--- src/rtl/cordic_pkg.sv ---
// Shared definitions for the vectoring-mode CORDIC (Cartesian -> phase/magnitude).
// Contents: iteration count, binary-angle constants, atan table, datapath
// widths and the FSM state encoding.
// Optional feature macro used by the top level: CORDIC_GAIN_COMP_EN.
package cordic_pkg;

  localparam int ITER     = 10;
  localparam int XY_W     = 14;
  localparam int Z_W      = 13;
  localparam int ANG_PI_2 = 1024;
  localparam int ANG_PI   = 2048;

  // atan(2^-i) in binary-angle units (2048 == pi)
  localparam logic signed [Z_W-1:0] ATAN_TAB [ITER] = '{
    13'sd512, 13'sd302, 13'sd160, 13'sd81, 13'sd41,
    13'sd20,  13'sd10,  13'sd5,   13'sd3,  13'sd1
  };

  typedef enum logic [1:0] {
    ST_IDLE = 2'd0,
    ST_ITER = 2'd1,
    ST_COMP = 2'd2,
    ST_HOLD = 2'd3
  } state_t;

endpackage

--- src/rtl/cordic_vec_stage.sv ---
// One combinational vectoring micro-rotation, reused for every iteration.
// Ports:
//   x_cur, y_cur, z_cur : current vector and accumulated angle
//   step                : iteration index (0..ITER-1), selects shift and atan
//   x_nxt, y_nxt, z_nxt : vector and angle after this micro-rotation
// The rotation direction drives y toward zero; shifts are arithmetic and
// truncating.
module cordic_vec_stage
  import cordic_pkg::*;
(
  input  logic signed [XY_W-1:0] x_cur,
  input  logic signed [XY_W-1:0] y_cur,
  input  logic signed [Z_W-1:0]  z_cur,
  input  logic [3:0]             step,
  output logic signed [XY_W-1:0] x_nxt,
  output logic signed [XY_W-1:0] y_nxt,
  output logic signed [Z_W-1:0]  z_nxt
);

  logic signed [XY_W-1:0] x_sh;
  logic signed [XY_W-1:0] y_sh;
  logic signed [Z_W-1:0]  atan_i;

  always_comb begin
    x_sh   = x_cur >>> step;
    y_sh   = y_cur >>> step;
    atan_i = (step < 4'(ITER)) ? ATAN_TAB[step] : '0;
    if (!y_cur[XY_W-1]) begin
      // y >= 0: rotate clockwise
      x_nxt = x_cur + y_sh;
      y_nxt = y_cur - x_sh;
      z_nxt = z_cur + atan_i;
    end else begin
      x_nxt = x_cur - y_sh;
      y_nxt = y_cur + x_sh;
      z_nxt = z_cur - atan_i;
    end
  end

endmodule

--- src/rtl/cordic_vectoring_atan_mag.sv ---
// Iterative 10-step vectoring CORDIC: converts a signed 12-bit (x, y) sample
// into a 12-bit binary angle (-2048..2047 == [-pi, pi)) and a 13-bit magnitude.
// Ports:
//   clk, rst              : clock, asynchronous active-high reset
//   x_in, y_in, in_valid  : input sample and its valid
//   in_ready              : high only while idle (registered)
//   angle_out, mag_out    : result, stable while out_valid is high
//   out_valid, out_ready  : result handshake
//   state_dbg             : current FSM state (debug visibility)
// Handshakes: a transfer happens on a clock edge where valid and ready are both
// high; a valid output is held with stable data until out_ready is seen.
// Macro CORDIC_GAIN_COMP_EN: when defined, adds a COMP cycle that scales the
// magnitude by K = 311/512 to remove the CORDIC gain.
module cordic_vectoring_atan_mag
  import cordic_pkg::*;
(
  input  logic        clk,
  input  logic        rst,
  input  logic [11:0] x_in,
  input  logic [11:0] y_in,
  input  logic        in_valid,
  output logic        in_ready,
  output logic [11:0] angle_out,
  output logic [12:0] mag_out,
  output logic        out_valid,
  input  logic        out_ready,
  output logic [1:0]  state_dbg
);

  state_t state, state_nxt;
  logic   accept;

  logic signed [XY_W-1:0] x_r, y_r;
  logic signed [Z_W-1:0]  z_r;
  logic [3:0]             i_cnt;
  logic                   zero_r;

  logic signed [XY_W-1:0] x_ext, y_ext;
  logic signed [XY_W-1:0] x_pre, y_pre;
  logic signed [Z_W-1:0]  z_pre;
  logic signed [XY_W-1:0] x_nxt, y_nxt;
  logic signed [Z_W-1:0]  z_nxt;

  assign state_dbg = state;

  // Quadrant pre-rotation brings the vector into the right half-plane.
  // Sign-extend first so that negating -2048 cannot overflow.
  always_comb begin
    x_ext = {{(XY_W-12){x_in[11]}}, x_in};
    y_ext = {{(XY_W-12){y_in[11]}}, y_in};
    x_pre = x_ext;
    y_pre = y_ext;
    z_pre = '0;
    if (x_in[11]) begin
      if (!y_in[11]) begin
        x_pre = y_ext;
        y_pre = -x_ext;
        z_pre = Z_W'(ANG_PI_2);
      end else begin
        x_pre = -y_ext;
        y_pre = x_ext;
        z_pre = -Z_W'(ANG_PI_2);
      end
    end
  end

  cordic_vec_stage u_stage (
    .x_cur (x_r),
    .y_cur (y_r),
    .z_cur (z_r),
    .step  (i_cnt),
    .x_nxt (x_nxt),
    .y_nxt (y_nxt),
    .z_nxt (z_nxt)
  );

`ifdef CORDIC_GAIN_COMP_EN
  // x * 311/512 via shift-add, truncated
  logic signed [23:0]     x_wide, x_prod;
  logic signed [XY_W-1:0] x_comp;
  assign x_wide = {{(24-XY_W){x_r[XY_W-1]}}, x_r};
  assign x_prod = (x_wide <<< 8) + (x_wide <<< 6) - (x_wide <<< 3) - x_wide;
  assign x_comp = XY_W'(x_prod >>> 9);
`endif

  always_ff @(posedge clk or posedge rst) begin
    if (rst) state <= ST_IDLE;
    else     state <= state_nxt;
  end

  always_comb begin
    state_nxt = state;
    accept    = 1'b0;
    case (state)
      ST_IDLE: begin
        if (in_valid && in_ready) begin
          accept    = 1'b1;
          state_nxt = ST_ITER;
        end
      end
      ST_ITER: begin
        if (i_cnt == 4'(ITER-1)) begin
`ifdef CORDIC_GAIN_COMP_EN
          state_nxt = ST_COMP;
`else
          state_nxt = ST_HOLD;
`endif
        end
      end
      ST_COMP: state_nxt = ST_HOLD;
      ST_HOLD: begin
        // The first HOLD cycle loads the output registers; release needs
        // out_valid already visible.
        if (out_valid && out_ready) state_nxt = ST_IDLE;
      end
      default: state_nxt = ST_IDLE;
    endcase
  end

  always_ff @(posedge clk or posedge rst) begin
    if (rst) begin
      in_ready  <= 1'b0;
      out_valid <= 1'b0;
      angle_out <= '0;
      mag_out   <= '0;
      x_r       <= '0;
      y_r       <= '0;
      z_r       <= '0;
      i_cnt     <= '0;
      zero_r    <= 1'b0;
    end else begin
      in_ready <= (state_nxt == ST_IDLE);
      case (state)
        ST_IDLE: begin
          if (accept) begin
            x_r    <= x_pre;
            y_r    <= y_pre;
            z_r    <= z_pre;
            i_cnt  <= '0;
            zero_r <= (x_in == 12'd0) && (y_in == 12'd0);
          end
        end
        ST_ITER: begin
          x_r   <= x_nxt;
          y_r   <= y_nxt;
          z_r   <= z_nxt;
          i_cnt <= i_cnt + 4'd1;
        end
`ifdef CORDIC_GAIN_COMP_EN
        ST_COMP: x_r <= x_comp;
`endif
        ST_HOLD: begin
          if (!out_valid) begin
            out_valid <= 1'b1;
            // z wraps modulo 4096, which is the natural binary-angle wrap
            angle_out <= zero_r ? 12'd0 : z_r[11:0];
            mag_out   <= zero_r ? 13'd0 : x_r[12:0];
          end else if (out_ready) begin
            out_valid <= 1'b0;
          end
        end
        default: ;
      endcase
    end
  end

endmodule
--- config.mk ---
export PLATFORM = sky130hd
export DESIGN_NAME = cordic_vectoring_atan_mag
export DESIGN_NICKNAME = d
export VERILOG_FILES = /design/src/rtl/cordic_pkg.sv /design/src/rtl/cordic_vec_stage.sv /design/src/rtl/cordic_vectoring_atan_mag.sv
export SDC_FILE = /design/constraint.sdc
export NUM_CORES = 1
export LEC_CHECK = 0
export ABC_AREA = 1
export CAP_MARGIN = 20
export CORE_MARGIN = 3
export CORE_UTILIZATION = 61
export DETAILED_ROUTE_END_ITERATION = 7
export GPL_TIMING_DRIVEN = 0
export PLACE_DENSITY = 0.92
export SETUP_SLACK_MARGIN = 0.2
export SKIP_LAST_GASP = 1
export SYNTH_ARGS = -nofsm -noshare
export SYNTH_HDL_FRONTEND = slang
export SYNTH_HIERARCHICAL = 1
export SYNTH_SLANG_ARGS = --single-unit
--- constraint.sdc ---
create_clock -name clk -period 4.55 [get_ports clk]
set_clock_uncertainty 0.15 [all_clocks]
set_input_delay 0.6825 -clock clk [delete_from_list [all_inputs] [get_ports clk]]
set_output_delay 0.6825 -clock clk [all_outputs]
set_load 0.005 [all_outputs]
==> results of run 1 <==
==> registers in the layout, summed over array words and instances, names as in the netlist <==
register / flops
x_r: 14
z_r: 12
state_dbg: 2
zero_r: 1
i_cnt: 4
in_ready: 1
angle_out: 12
mag_out: 13
y_r: 14
out_valid: 1
==> cell type report <==
| class | instances | area, sq um | area share (%) |
|---|---|---|---|
| multi-input cells | 989 | 5260 | 57.8 |
| flip-flops and latches | 74 | 1850 | 20.4 |
| repair buffers | 62 | 626 | 6.87 |
| inverters | 140 | 528 | 5.80 |
| plain buffers | 52 | 319 | 3.50 |
| clock buffers | 9 | 225 | 2.47 |
| well taps | 168 | 210 | 2.31 |
| clock inverters | 7 | 82.6 | 0.907 |
==> worst reg2reg max path, delay by kind of cell, from the launching register on <==
kind,cells,cell delay (ns)
compound gates,7,1.20
simple gates,7,0.88
fa+ha+maj,2,0.60
flops,1,0.51
xor+xnor,2,0.43
buf+inv,2,0.36
==> layout by cell type, fill, tap and decap left out, types with 7 or more instances in the layout <==
cell and count:
clkbuf_16 9, inv_2 12, buf_2 19, clkdlybuf4s50_1 56
nand2_1 393, nand3_1 173, buf_6 10, nor2_2 8
a31oi_1 7, ha_1 50, xnor2_1 13, buf_4 11
dfrtp_1 72, o21ai_1 15, o211ai_1 8, inv_1 124
nor2_1 71, o21ai_0 84, o21bai_1 8, a21oi_1 50
xor2_1 35, clkbuf_1 14, nand4_1 13, a22o_1 13
==> timing repair <==
action	CTS	global route
gates resized for setup	3	23
pin swaps	0	7
setup buffers	0	5
endpoints found under the setup margin	7	14
==> worst paths after layout <==
path / from / cells past startpoint / end
max reg2reg: i_cnt[0] / 20 / x_r[11]
min: y_r[13] / 2 / y_r[13]
min in group asynchronous: rst / 2 / y_r[10]
max: i_cnt[0] / 20 / x_r[11]
max in group asynchronous: rst / 3 / i_cnt[0]
min reg2reg: y_r[13] / 2 / y_r[13]
==> per-layer routing <==
metal | share of wire, % | global-route usage (%) | routed length, um
met1 | 39 | 46.6 | 10400
met4 | 6.5 | 21.0 | 1730
met3 | 10 | 7.87 | 2670
met2 | 44 | 58.7 | 11800
met5 | 0 | 0 | 0
==> stage by stage <==
| stage | worst slack, ns | instance area [sq um] | util [%] | hold WS, ns | TNS (ns) |
|---|---|---|---|---|---|
| 6_report | 0.285 | 9110 | 74.0 | 0.335 | 0 |
| 5_1_grt | 0.155 | 9110 | 74.0 | 0.367 | 0 |
| 4_1_cts | 0.209 | 9010 | 73.2 | 0.333 | 0 |
| 3_5_place_dp | -0.00725 | 8690 | 70.6 | 0.317 | -0.00725 |
| 3_3_place_gp | 0.119 | 8660 | 70.4 | 0.313 | 0 |
| 2_1_floorplan | 0.988 | 7890 | - | 0.300 | 0 |
==> flow_metrics.py, run 1 <==
metrics = {
    "route": {
        "vias_per_cell": 6.10,
        "wl_per_cell_um": 17.7,
        "postRouteWirelength_mm": 26.5,
        "drtIter0Drc": 965,
        "ant_nets": 0,
        "firstDrtPassIters": 6,
        "drc": 0,
        "via_count": 9154,
    },
    "placed_design": {
        "numPortBuffers": 56,
        "dp_hpwl_mm": 20.0,
        "placed_cells": 1480,
        "place_congestion": 1.09,
    },
    "setup_path": {
        "arrival_ns": 4.32,
        "path_buf_inv": 2,
        "critPathTopFamily": "compound AO/OA/AOI/OAI gates",
        "crit_fanout": 12,
        "start_kind": "flip-flop",
        "worstPathCellList": "inv_2 > buf_6 > nand2_1 > nand3_1 > nand3_1 > nand3_1 > nand2_1 > ha_1 > nor2_1 > xor2_1 > ha_1 > a21oi_1 > o21ai_2 > a21oi_4 > o21ai_0 > a21oi_1 > o21bai_1 > xor2_1 > nand2_1 > o211ai_1",
        "regToRegSetupSlack_ns": 0.29,
        "crit_required_ns": 4.61,
        "crit_slowest_cell": "dfrtp_2",
        "crit_path_end_kind": "flip-flop",
        "crit_type": "reg -> reg",
        "max_stage_delay_ns": 0.51,
    },
    "clocking": {
        "path_clk_slew_ns": 0.06,
        "cts_buffer_depth": 2,
        "hold_buffers": 0,
        "cts_tree": "built",
        "cts_buffers": 9,
        "cts.sinks": 74,
        "htreeDepth": 3,
        "root_buffer": "clkbuf_16",
        "insertion_delay_ns": 0.34,
    },
    "cells_and_area": {
        "final_nets": 1409,
        "n_fill_cell": 1049,
        "area_delta_synth_final_pct": 15.4,
        "drive_above_1_share_pct": 7.80,
        "antennaDiodeCount": 0,
        "layoutNonFillerInstCount": 1501,
    },
    "sta": {
        "finalSetupViolations": 0,
        "hold_viol_final": 0,
        "min_period_ns": 4.26,
        "max_freq_mhz": 234,
        "maxSlewHeadroom_pct": 57.7,
        "fin_crit_sh_pct": 93.7,
        "rsz0062_at_grt": "true",
        "tightest_slew_ns": 0.635,
        "drv_slew": 0,
    },
    "yosys": {
        "synth.net_count": 1336,
        "netlist_instances": 1255,
        "ys.warnings.count": 6,
        "syn_area_sq_mm": 0.00789,
        "synth.avg_cell_area_sq_um": 6.29,
    },
    "grt": {
        "grt_max_degree": 67,
        "grt_pass1_wl_mm": 42.5,
        "grt_use_total_pct": 36.9,
        "overflow": 0,
        "grt_pass1_vias": 8533,
        "grt_antenna_before_repair": 0,
    },
    "hold_path": {
        "hp-class": "reg -> reg",
    },
    "job": {
        "max-cap-violations": 0,
    },
    "die": {
        "fp.dieArea_sq_mm": 0.0143,
        "core-area_sq_mm": 0.0123,
        "chipHeight_um": 120,
        "initial_core_util_pct": 64.1,
        "std_cell_rows": 40,
        "die_w_um": 120,
        "io_pins": 57,
    },
    "status": {
        "outcome": "completed",
    },
}
Power of run 1 is left out: the tool's default activity adds up to more than one toggle a clock period on the data nets, which glitch-free logic cannot reach.
==> inputs of run 2 (changes only) <==
Settings changed: PLACE_DENSITY 0.92 to default, PLACE_DENSITY_LB_ADDON from default to 0.1.
==> run 2 against run 1 <==
The flow now finishes with violations (design-rule violations). Highest routed layer unchanged. Critical path type unchanged. Global-route usage barely moved. First-iteration DRC count rose by 21%. Register-to-register slack improved by 0.12 ns. Non-clock buffer count fell by 3. Worst setup slack improved by 0.12 ns. Worst hold slack improved by 0.0013 ns. Routed wire length rose by 1.7%. Utilization fell by 0.42 points.
==> flow_metrics.py, run 2 (synthesis results as in run 1) <==
metrics = {
    "setup_path": {
        "crit_slowest_cell": "dfrtp_2",
        "reg2reg_to": "x_r[10]",
        "regToRegSetupSlack_ns": 0.41,
        "crit_required_ns": 4.63,
        "rr_startpoint": "i_cnt[0]",
        "start_kind": "flip-flop",
        "arrival_ns": 4.22,
        "crit_fanout": 12,
        "worstPathCellList": "inv_2 > buf_4 > nand2_1 > a21oi_1 > nor2_1 > nand3_1 > nand2_1 > ha_1 > o21ai_1 > inv_1 > fa_1 > o21ai_1 > a31oi_1 > o21ai_0 > xor2_1 > a22o_1 > inv_1 > nand2_1",
        "rr_worst_depth": 18,
        "crit_path_end_kind": "flip-flop",
        "cpMostUsedCell": "nand2_1",
        "max_stage_delay_ns": 0.51,
        "critPathTopFamily": "compound AO/OA/AOI/OAI gates",
        "path_buf_inv": 4,
        "crit_type": "reg -> reg",
    },
    "clocking": {
        "cts.sinks": 74,
        "cts_tree": "built",
        "root_buffer": "clkbuf_16",
        "path_clk_slew_ns": 0.06,
        "cts_buffer_depth": 2,
        "cts_buffers": 9,
        "htreeDepth": 3,
        "insertion_delay_ns": 0.34,
        "hold_buffers": 0,
    },
    "die": {
        "io_pins": 57,
        "chipHeight_um": 120,
        "die_w_um": 120,
        "core-area_sq_mm": 0.0123,
        "fp.dieArea_sq_mm": 0.0143,
        "initial_core_util_pct": 64.1,
        "std_cell_rows": 40,
    },
    "route": {
        "firstDrtPassIters": 8,
        "drc": 1,
        "wl_per_cell_um": 18.0,
        "ant_nets": 0,
        "postRouteWirelength_mm": 27.0,
        "via_count": 9121,
        "vias_per_cell": 6.09,
        "drtIter0Drc": 1165,
    },
    "cells_and_area": {
        "final_common_cell": "nand2_1",
        "area_delta_synth_final_pct": 14.7,
        "largestRegisters": "x_r x14, y_r x14, mag_out x13",
        "final_nets": 1406,
        "final_cell_mix": "nand2_1 (393), nand3_1 (173), inv_1 (124), o21ai_0 (86)",
        "antennaDiodeCount": 0,
        "n_fill_cell": 1069,
        "seq_area_sq_mm": 0.00185,
        "drive_above_1_share_pct": 7.22,
        "multi_input_area_sq_mm": 0.00523,
    },
    "hold_path": {
        "min_to": "y_r[13]",
        "hold_start": "y_r[13]",
        "whs_path_depth": 2,
        "hp-class": "reg -> reg",
    },
    "placed_design": {
        "place_congestion": 1.06,
        "dp_hpwl_mm": 20.7,
        "numPortBuffers": 56,
    },
    "grt": {
        "grt_use_total_pct": 36.9,
        "grt_pass1_vias": 8220,
        "grt_pass1_wl_mm": 42.4,
        "grt_antenna_before_repair": 0,
        "overflow": 0,
        "grt_max_degree": 68,
    },
    "status": {
        "outcome": "finished with violations",
        "violations": "design-rule violations",
    },
    "job": {
        "max-cap-violations": 0,
    },
    "sta": {
        "maxSlewHeadroom_pct": 55.2,
        "drv_slew": 0,
        "tightest_slew_ns": 0.672,
        "finalSetupViolations": 0,
        "max_freq_mhz": 241,
        "fin_crit_sh_pct": 91.1,
        "min_period_ns": 4.14,
        "hold_viol_final": 0,
        "rsz0062_at_grt": "true",
        "tns_ns": 0,
    },
}
[run 2: final cells by class]
class                           instances  area share [%]
Multi-Input combinational cell        989            57.7
Clock buffer                            9            2.49
Inverter                              140            5.83
Clock inverter                          7           0.939
Timing Repair Buffer                   59            6.66
Sequential cell                        74            20.5
Tap cell                              168            2.32
Buffer                                 52            3.58
[run 2: worst max path at each step]
stage             start  endpoint  slack, ns  depth (start not counted)
6_report       i_cnt[0]   x_r[10]       0.41                         18
5_1_grt         x_r[13]   y_r[11]       0.20                         22
4_1_cts        i_cnt[1]    x_r[9]       0.22                         20
3_5_place_dp   i_cnt[1]    x_r[9]       0.16                         21
3_3_place_gp   i_cnt[1]   x_r[10]       0.23                         18
2_1_floorplan  i_cnt[1]   y_r[11]       0.99                         21
[run 2: routing by layer]
metal / share of wire [%] / up-vias / routed length [um] / track usage, %
met5: 0 / - / 0 / 0
met4: 5.0 / 0 / 1350 / 15.7
met1: 39 / 4156 / 10500 / 48.1
met2: 45 / 562 / 12200 / 59.3
li1: - / 4281 / - / -
met3: 11 / 122 / 2950 / 8.01
[run 2: repair_timing]
action / 4_1_cts / 5_1_grt
pin swaps: 0 / 1
setup endpoints to repair: 3 / 15
resized for setup: 3 / 17
setup buffers: 0 / 2
[run 2: worst register-to-register path, stage by stage, from the launching register on]
cell and delay, ns:
dfrtp_2 0.51, inv_2 0.18, buf_4 0.24, nand2_1 0.07
a21oi_1 0.14, nor2_1 0.07, nand3_1 0.08, nand2_1 0.11
ha_1 0.28, o21ai_1 0.34, inv_1 0.13, fa_1 0.47
o21ai_1 0.31, a31oi_1 0.18, o21ai_0 0.27, xor2_1 0.11
a22o_1 0.25, inv_1 0.09, nand2_1 0.06
[run 2: through the flow]
stage	cells	utilization [%]	setup WS [ns]	instance area (sq um)	hold WS, ns
floorplan	1255	-	0.988	7890	0.300
global placement	1479	70.4	0.229	8660	0.314
detailed placement	1480	70.6	0.164	8690	0.319
CTS	1496	73.2	0.217	9010	0.335
global route	1498	73.6	0.196	9060	0.373
finish	1498	73.6	0.406	9060	0.336
Power of run 2 is left out for the same reason.
